$ cat src/rtl/timer_apb_sequencer.sv
// APB master that loads and enables the 8-bit timer, optionally polls TSR for
// an overflow/underflow event, clears it (W1C) and reports completion.
//   state     | meaning
//   IDLE      | cmd_ready high, waiting for a command
//   WR_TDR    | write load value to TDR
//   WR_LOAD   | write TCR with load bit
//   WR_EN     | write TCR with enable bit
//   POLL_WAIT | idle gap between TSR reads
//   RD_TSR    | read TSR, check flags
//   WR_CLR    | write-1-to-clear captured flags
//   WR_STOP   | poll timeout, disable timer
//   DONE      | one-cycle done pulse
module timer_apb_sequencer #(
  parameter int POLL_GAP = 4,
  parameter int TIMEOUT  = 255
) (
  input  logic       pclk,
  input  logic       preset_n,
  input  logic       cmd_valid,
  output logic       cmd_ready,
  input  logic [7:0] cmd_tdr,
  input  logic       cmd_dir,
  input  logic [1:0] cmd_cks,
  input  logic       cmd_poll,
  output logic       done,
  output logic [1:0] evt_flags,
  output logic       err,
  output logic       psel,
  output logic       penable,
  output logic       pwrite,
  output logic [7:0] paddr,
  output logic [7:0] pwdata,
  input  logic [7:0] prdata,
  input  logic       pready,
  input  logic       pslverr
);

  typedef enum logic [3:0] {
    IDLE, WR_TDR, WR_LOAD, WR_EN, POLL_WAIT, RD_TSR, WR_CLR, WR_STOP, DONE
  } state_t;

  localparam bit          GAP_ZERO    = (POLL_GAP == 0);
  localparam logic [15:0] GAP_LOAD    = (POLL_GAP > 0) ? 16'(POLL_GAP - 1) : 16'd0;
  localparam logic [15:0] TIMEOUT_CNT = 16'(TIMEOUT);

  state_t      state;
  logic        dir_q;
  logic [1:0]  cks_q;
  logic        poll_q;
  logic [1:0]  flags_q;
  logic [15:0] poll_cnt;
  logic [15:0] gap_cnt;
  logic [15:0] poll_nxt;

  assign poll_nxt = poll_cnt + 16'd1;

  wire unused_ok = &{1'b0, prdata[7:2]};

  // {pwrite, paddr, pwdata} for the transfer issued by each APB state
  function automatic logic [16:0] xfer(input state_t st, input logic [7:0] tdr,
                                       input logic dir, input logic [1:0] cks,
                                       input logic [1:0] flg);
    logic [7:0] tcr;
    tcr = {2'b00, dir, 3'b000, cks};
    case (st)
      WR_TDR:  xfer = {1'b1, 8'h00, tdr};
      WR_LOAD: xfer = {1'b1, 8'h01, tcr | 8'h80};
      WR_EN:   xfer = {1'b1, 8'h01, tcr | 8'h10};
      RD_TSR:  xfer = {1'b0, 8'h02, 8'h00};
      WR_CLR:  xfer = {1'b1, 8'h02, {6'b0, flg}};
      WR_STOP: xfer = {1'b1, 8'h01, tcr};
      default: xfer = '0;
    endcase
  endfunction

  always_ff @(posedge pclk) begin
    if (!preset_n) begin
      state     <= IDLE;
      cmd_ready <= 1'b0;
      done      <= 1'b0;
      err       <= 1'b0;
      evt_flags <= 2'b00;
      psel      <= 1'b0;
      penable   <= 1'b0;
      pwrite    <= 1'b0;
      paddr     <= 8'h00;
      pwdata    <= 8'h00;
      dir_q     <= 1'b0;
      cks_q     <= 2'b00;
      poll_q    <= 1'b0;
      flags_q   <= 2'b00;
      poll_cnt  <= 16'd0;
      gap_cnt   <= 16'd0;
    end else begin
      done <= 1'b0;
      case (state)
        IDLE: begin
          cmd_ready <= 1'b1;
          if (cmd_valid && cmd_ready) begin
            cmd_ready <= 1'b0;
            dir_q     <= cmd_dir;
            cks_q     <= cmd_cks;
            poll_q    <= cmd_poll;
            poll_cnt  <= 16'd0;
            err       <= 1'b0;
            evt_flags <= 2'b00;
            state     <= WR_TDR;
            psel      <= 1'b1;
            penable   <= 1'b0;
            {pwrite, paddr, pwdata} <= xfer(WR_TDR, cmd_tdr, cmd_dir, cmd_cks, 2'b00);
          end
        end
        POLL_WAIT: begin
          if (gap_cnt == 16'd0) begin
            state <= RD_TSR;
            psel  <= 1'b1;
            {pwrite, paddr, pwdata} <= xfer(RD_TSR, 8'h00, dir_q, cks_q, 2'b00);
          end else begin
            gap_cnt <= gap_cnt - 16'd1;
          end
        end
        DONE: begin
          state     <= IDLE;
          cmd_ready <= 1'b1;
        end
        default: begin
          if (!penable) begin
            penable <= 1'b1;
          end else if (pready) begin
            // Bus goes idle on completion unless a branch below starts the next SETUP.
            psel    <= 1'b0;
            penable <= 1'b0;
            pwrite  <= 1'b0;
            paddr   <= 8'h00;
            pwdata  <= 8'h00;
            if (pslverr) begin
              state <= DONE;
              done  <= 1'b1;
              err   <= 1'b1;
            end else begin
              case (state)
                WR_TDR: begin
                  state <= WR_LOAD;
                  psel  <= 1'b1;
                  {pwrite, paddr, pwdata} <= xfer(WR_LOAD, 8'h00, dir_q, cks_q, 2'b00);
                end
                WR_LOAD: begin
                  state <= WR_EN;
                  psel  <= 1'b1;
                  {pwrite, paddr, pwdata} <= xfer(WR_EN, 8'h00, dir_q, cks_q, 2'b00);
                end
                WR_EN, RD_TSR: begin
                  if (state == RD_TSR) poll_cnt <= poll_nxt;
                  if (state == WR_EN && !poll_q) begin
                    state <= DONE;
                    done  <= 1'b1;
                  end else if (state == RD_TSR && prdata[1:0] != 2'b00) begin
                    state   <= WR_CLR;
                    flags_q <= prdata[1:0];
                    psel    <= 1'b1;
                    {pwrite, paddr, pwdata} <= xfer(WR_CLR, 8'h00, dir_q, cks_q, prdata[1:0]);
                  end else if (state == RD_TSR && poll_nxt == TIMEOUT_CNT) begin
                    state <= WR_STOP;
                    psel  <= 1'b1;
                    {pwrite, paddr, pwdata} <= xfer(WR_STOP, 8'h00, dir_q, cks_q, 2'b00);
                  end else if (GAP_ZERO) begin
                    state <= RD_TSR;
                    psel  <= 1'b1;
                    {pwrite, paddr, pwdata} <= xfer(RD_TSR, 8'h00, dir_q, cks_q, 2'b00);
                  end else begin
                    state   <= POLL_WAIT;
                    gap_cnt <= GAP_LOAD;
                  end
                end
                WR_CLR: begin
                  state     <= DONE;
                  done      <= 1'b1;
                  evt_flags <= flags_q;
                end
                WR_STOP: begin
                  state <= DONE;
                  done  <= 1'b1;
                  err   <= 1'b1;
                end
                default: state <= IDLE;
              endcase
            end
          end
        end
      endcase
    end
  end

endmodule
$ cat config.mk
export PLATFORM = sky130hd
export DESIGN_NAME = timer_apb_sequencer
export DESIGN_NICKNAME = d
export VERILOG_FILES = /design/src/rtl/timer_apb_sequencer.sv
export SDC_FILE = /design/constraint.sdc
export NUM_CORES = 1
export LEC_CHECK = 0
export ABC_AREA = 1
export CORE_UTILIZATION = 40
export DETAILED_ROUTE_END_ITERATION = 12
export PLACE_DENSITY = 0.71
export SYNTH_ARGS = -nofsm -noshare
export SYNTH_HDL_FRONTEND = slang
export SYNTH_SLANG_ARGS = --single-unit
$ cat constraint.sdc
create_clock -name pclk -period 2.15 [get_ports pclk]
set_input_delay 0.215 -clock pclk [delete_from_list [all_inputs] [get_ports pclk]]
set_output_delay 0.215 -clock pclk [all_outputs]
set_load 0.01 [all_outputs]
==> flow_metrics.py, run 1 <==
metrics = {
    "outcome": {
        "outcome": "completed",
    },
    "floorplanning": {
        "dieArea_mm2": 0.00898,
        "initial_core_util": 0.417,
        "die_h_um": 94.8,
        "core_mm2": 0.00826,
        "die_w_um": 94.8,
        "rows": 33,
        "ios": 49,
    },
    "worst_hold_path": {
        "worst_hold_path_type": "primary input to flop",
    },
    "pwr": {
        "combPwrFrac": 0.376,
        "swShare": 0.378,
        "internal-power_mw": 2.47,
        "power.leakage_nw": 1.73,
        "clockPowerShare": 0.283,
        "ir_drop_v": 0.000617,
        "pwr-share-seq": 0.341,
        "p_per_area_mw_per_mm2": 921,
        "p_switching_mw": 1.50,
    },
    "route": {
        "vias": 3531,
        "first_pass_iters": 5,
        "routed_wl_um": 9010,
        "wire_per_inst_um": 13.4,
        "drt-met1-wl_um": 4210,
        "dr_wl_met2_um": 4090,
        "drc": 0,
        "top_layer_used": "met4",
        "wl_met3_um": 647,
        "ant_nets": 0,
        "drtIter0Drc": 260,
        "avgViaCountPerCell": 5.27,
    },
    "setup_path": {
        "critPathArrivalTime_ns": 2.24,
        "cp-start-kind": "flop",
        "end_kind": "flop",
        "required_ns": 2.39,
        "cp_max_fo": 6,
        "critPathKind": "flop to flop",
    },
    "layout": {
        "final_area_mm2": 0.00432,
        "layout_commonest_cell": "nand2_1",
        "utilization": 0.523,
        "final_cell_mix": "nand2_1 (103), nor2_1 (65), dfxtp_1 (55)",
        "syn2layout_area_growth_pct": 25.4,
        "drive_gt1_frac": 0.166,
        "finalNetCount": 588,
        "antennaDiodeCount": 0,
    },
    "global_route": {
        "grt_pass1_wl_um": 14500,
        "antenna_found_initial": 0,
        "grt_pass1_vias": 3170,
        "gr-total-overflow": 0,
        "grt_usage": 0.207,
        "grt_max_degree": 21,
    },
    "place": {
        "hpwl_um": 6460,
        "place_area_mm2": 0.00402,
        "dp_slack_ns": 0.0578,
        "port_buffers": 36,
        "place_congestion": 0.932,
    },
    "yosys": {
        "synth_top_family_by_area": "simple AND/OR/NAND/NOR gates",
        "synth_enable_flop_cells": 0,
        "synth.avg_cell_area_um2": 6.89,
        "synth_xor_area_frac": 0.0407,
        "synth_mux_area_frac": 0,
        "synthAdderAreaFrac": 0.0109,
        "netlist_instances": 500,
        "synth-compound-area-share": 0.158,
        "synthArstFlopShare": 0,
        "ys.flop_type": "dfxtp_1",
        "ys.warnings.count": 0,
        "yosys.area_share.simple": 0.355,
        "ys_ff_latch": 60,
        "synth.distinct_cells": 38,
        "netlist_area_mm2": 0.00344,
        "ys_seq_area_frac": 0.349,
    },
    "clocking": {
        "numCtsBuffers": 9,
        "cts.sinks": 60,
        "clock_path_buffers": 2,
        "insertion_delay_ns": 0.35,
        "path_clk_slew_ns": 0.08,
        "root_buffer": "clkbuf_8",
        "htreeDepth": 3,
        "cts_tree": "done",
    },
    "timing": {
        "slew_viol_final": 0,
        "timing.final.crit_share": 0.932,
        "grt_setup_unrepaired": "yes",
        "fmax_ghz": 0.499,
        "clock_skew_ns": 0.0142,
        "fin_crit_ns": 2.00,
        "fin_ws_ns": 0.145,
        "setup_viol": 0,
        "finalHoldViolCount": 0,
    },
    "job": {
        "max_cap_violations": 0,
    },
}
worst max-delay path, cell delays in order, from the launching register on:
cell and delay, ns:
dfxtp_4 0.36, ha_4 0.15, nand3_2 0.12, nor2_4 0.20, nand3_1 0.11, xor2_1 0.19
nand2_1 0.12, nor2_4 0.15, nand2_4 0.09, nand2_4 0.11, buf_4 0.12, inv_1 0.05
nor2_1 0.09, nor2_1 0.04
synth_stat cells, types with 3 or more instances:
master    instances  area, um^2
a21oi_2          10        87.6
xnor2_1           8        70.1
clkbuf_1          8        30.0
nor2_1           68         255
o21ai_1           6        30.0
nand3_1          40         200
buf_4             7        52.6
nor4_1            3        18.8
nand2_2          11        68.8
inv_1            41         154
nand2_4           4        45.0
o21ai_0          23         115
xor2_1            8        70.1
dfxtp_1          60        1200
nor3_1           13        65.1
ha_1              3        37.5
nand4_1           9        56.3
buf_2             4        20.0
inv_2             3        11.3
nor2_2            3        18.8
nand3_2           3        30.0
a22oi_1          10        75.1
nand2_1         103         387
a21oi_1          32         160
nor2_4            4        45.0
state kept, by name (all words and copies together) (netlist names):
name	count
poll_cnt	16
pwdata	8
poll_q	1
state	4
paddr	2
penable	1
evt_flags	2
done	1
cmd_ready	1
cks_q	2
psel	1
pwrite	1
flags_q	2
dir_q	1
gap_cnt	16
err	1
power by group through the flow:
stage / logic (mW) / registers [mW] / clock network, mW
after floorplan: 0.912 / 1.39 / 0
after global placement: 1.42 / 1.37 / 0
after detailed placement: 1.44 / 1.38 / 0
after CTS: 1.45 / 1.35 / 1.15
after global routing: 1.65 / 1.38 / 1.20
final: 1.49 / 1.36 / 1.13
per-stage QoR:
| step | TNS, ns | power (mW) | hold WS [ns] | cells |
|---|---|---|---|---|
| final | 0 | 3.98 | 0.435 | 670 |
| after global routing | -0.0645 | 4.22 | 0.445 | 670 |
| after CTS | 0 | 3.95 | 0.433 | 666 |
| after detailed placement | 0 | 2.82 | 0.456 | 650 |
| after global placement | 0 | 2.80 | 0.449 | 650 |
| after floorplan | 0 | 2.30 | 0.350 | 505 |
cell families after synthesis:
| logic type | after synthesis |
|---|---|
| XOR/XNOR | 16 |
| buffers and inverters | 65 |
| adder cells (fa/ha/maj) | 3 |
| AND/OR/NAND/NOR | 265 |
| AO/OA/AOI/OAI | 90 |
| flip-flops | 60 |
| other | 1 |
final cells by class:
cell class                 instances  area [um^2]
fill                             799         3940
multi-input combinational        380         2000
sequential                        60         1210
timing repair buffer              64          587
inverter                          45          171
tap                              105          131
clock buffer                      10          128
clock inverter                     6         88.8
worst paths after layout:
kind,slack [ns],end,startpoint,cells past startpoint
min,0.44,pwdata[7],cmd_tdr[7],3
min reg2reg,0.47,flags_q[1],flags_q[1],2
max,0.15,gap_cnt[0],poll_cnt[0],13
max reg2reg,0.15,gap_cnt[0],poll_cnt[0],13
metal layers:
metal | vias to the layer above | GRT usage
met5 | - | 0
li1 | 1760 | -
met3 | 8 | 0.0628
met4 | 0 | 0.0467
met2 | 108 | 0.320
met1 | 1655 | 0.280
what timing repair did:
item,in CTS,in global routing
endpoints found under the setup margin,0,29
setup buffers,0,4
resized for setup,0,16
hold buffers,0,0
Note: power is estimated with default switching activity, not from simulation.
==> inputs of run 2 (changes only) <==
--- a/constraint.sdc
+++ b/constraint.sdc
@@ -3,2 +3,2 @@
 set_output_delay 0.215 -clock pclk [all_outputs]
-set_load 0.01 [all_outputs]
+set_load 0.02 [all_outputs]
==> results of run 2 <==
The final DEF is identical to that of run 1. Status: completed.
Main changes from that run: total power 3.98 mW -> 4.03 mW
==> inputs of run 3 (changes only) <==
- CORE_UTILIZATION: 40 -> 39
- PLACE_DENSITY: 0.71 -> 0.69
==> run 3 against run 2 <==
Maximum frequency shrank 2.1%. Sequential share of layout area shrank 0.35 points. Utilization shrank 0.44 points. Design area grew 0.64%. Critical path depth shrank 2. Register-to-register slack lost 0.04 ns. Critical endpoint is now gap_cnt[8]. Largest cell class unchanged. Highest routed layer unchanged.
==> flow_metrics.py, run 3 (synthesized netlist as in run 1, its figures left out) <==
metrics = {
    "setup_path": {
        "cpMostUsedCell": "nor2_4",
        "cp_max_fo": 14,
        "required_ns": 2.38,
        "cpPeakStageDelay_ns": 0.35,
        "critPathArrivalTime_ns": 2.28,
        "r2r_setup_slack_ns": 0.10,
        "cp-start-kind": "flop",
        "cpMaxStageDelayCell": "dfxtp_2",
        "critPathKind": "flop to flop",
        "path_cells": "ha_2 > nand3_4 > nor2_4 > nand3_2 > xor2_1 > nand2_1 > nor2_4 > nand2_4 > buf_12 > nand4_1 > a21oi_1",
        "end_kind": "flop",
    },
    "layout": {
        "drive_gt1_frac": 0.166,
        "layout_commonest_cell": "nand2_1",
        "antennaDiodeCount": 0,
        "reg.largest.list": "gap_cnt (16), poll_cnt (16), pwdata (8)",
        "instances_no_fill": 671,
        "final_area_mm2": 0.00435,
        "fillCellCount": 815,
        "syn2layout_area_growth_pct": 26.2,
        "utilization": 0.518,
        "final_cell_mix": "nand2_1 (102), nor2_1 (67), dfxtp_1 (59)",
        "finalNetCount": 589,
    },
    "route": {
        "vias": 3519,
        "wire_per_inst_um": 13.6,
        "drtIter0Drc": 234,
        "ant_nets": 0,
        "first_pass_iters": 5,
        "drc": 0,
        "avgViaCountPerCell": 5.24,
        "routed_wl_um": 9150,
    },
    "clocking": {
        "root_buffer": "clkbuf_8",
        "numCtsBuffers": 9,
        "cts.sinks": 60,
        "path_clk_slew_ns": 0.07,
        "insertion_delay_ns": 0.35,
        "htreeDepth": 3,
        "clock_path_buffers": 2,
        "cts_tree": "done",
    },
    "timing": {
        "tns_ns": 0,
        "setup_viol": 0,
        "clock_skew_ns": 0.00526,
        "hold-worst-slack_ns": 0.421,
        "timing.final.crit_share": 0.953,
        "fin_crit_ns": 2.05,
        "grt_setup_unrepaired": "yes",
        "fin_ws_ns": 0.101,
        "finalHoldViolCount": 0,
        "fmax_ghz": 0.488,
        "slew_viol_final": 0,
    },
    "pwr": {
        "p_per_area_mw_per_mm2": 948,
        "combPwrFrac": 0.394,
        "clockPowerShare": 0.279,
        "internal-power_mw": 2.53,
        "design_power_total_mw": 4.12,
        "ir_drop_v": 0.000685,
        "swShare": 0.386,
        "p_switching_mw": 1.59,
        "pwr-share-seq": 0.327,
        "power.leakage_nw": 1.75,
    },
    "global_route": {
        "antenna_found_initial": 0,
        "grt_usage": 0.204,
        "grt_pass1_vias": 3183,
        "gr-total-overflow": 0,
        "grt_pass1_wl_um": 14500,
        "grt_max_degree": 38,
    },
    "place": {
        "dp_slack_ns": -0.00369,
        "place_congestion": 0.932,
        "port_buffers": 36,
        "dp.cells": 649,
        "hpwl_um": 6400,
        "place_area_mm2": 0.00402,
    },
    "worst_hold_path": {
        "worst_hold_path_type": "primary input to flop",
    },
    "floorplanning": {
        "rows": 33,
        "die_w_um": 96.0,
        "core_mm2": 0.00838,
        "ios": 49,
        "dieArea_mm2": 0.00921,
        "initial_core_util": 0.411,
        "die_h_um": 96.0,
    },
    "job": {
        "max_cap_violations": 0,
    },
    "outcome": {
        "outcome": "completed",
    },
}
## run 3: cell count changes in the layout (fill, tap and decap cells not counted), sizes merged
cell / change
nand2: +1
clkinvlp: -2
clkinv: +1
clkbuf: +1
## run 3: critical path, delay by kind of cell (launching register included)
family,cells,cell delay [ns]
XOR/XNOR,1,0.20
flip-flops,1,0.35
adder cells (fa/ha/maj),1,0.21
AND/OR/NAND/NOR,7,0.89
buffers and inverters,1,0.18
AO/OA/AOI/OAI,1,0.08
## run 3: power groups by stage
stage / Clock, mW / Sequential (mW) / Combinational, mW
floorplan: 0 / 1.43 / 0.917
global placement: 0 / 1.36 / 1.52
detailed placement: 0 / 1.37 / 1.53
CTS: 1.17 / 1.34 / 1.54
global route: 1.23 / 1.36 / 1.76
finish: 1.15 / 1.35 / 1.62
## run 3: metal layers
| metal | track usage | wire (um) | share of wire |
|---|---|---|---|
| met2 | 0.321 | 4110 | 0.45 |
| met3 | 0.0632 | 621 | 0.068 |
| met5 | 0 | 0 | 0 |
| met4 | 0.0522 | 125 | 0.014 |
| met1 | 0.269 | 4290 | 0.47 |
## run 3: final cells by class
type	count	area [um^2]	share of cell area
tap	105	131	0.0302
clock buffer	11	141	0.0325
inverter	45	169	0.0389
multi-input combinational	381	2030	0.467
clock inverter	5	75.1	0.0173
timing repair buffer	64	596	0.137
sequential	60	1200	0.277
## run 3: worst paths after layout
path	start	endpoint	cells past startpoint
min	cmd_tdr[6]	pwdata[6]	3
min reg2reg	pwdata[6]	pwdata[6]	2
max	poll_cnt[0]	gap_cnt[8]	11
max reg2reg	poll_cnt[0]	gap_cnt[8]	11
## run 3: timing repair
item / 4_1_cts / 5_1_grt
hold buffers: 0 / 0
endpoints found under the setup margin: 2 / 30
buffers inserted: 0 / 5
cloned: 0 / 1
resized for setup: 1 / 14
pin swaps: 0 / 6
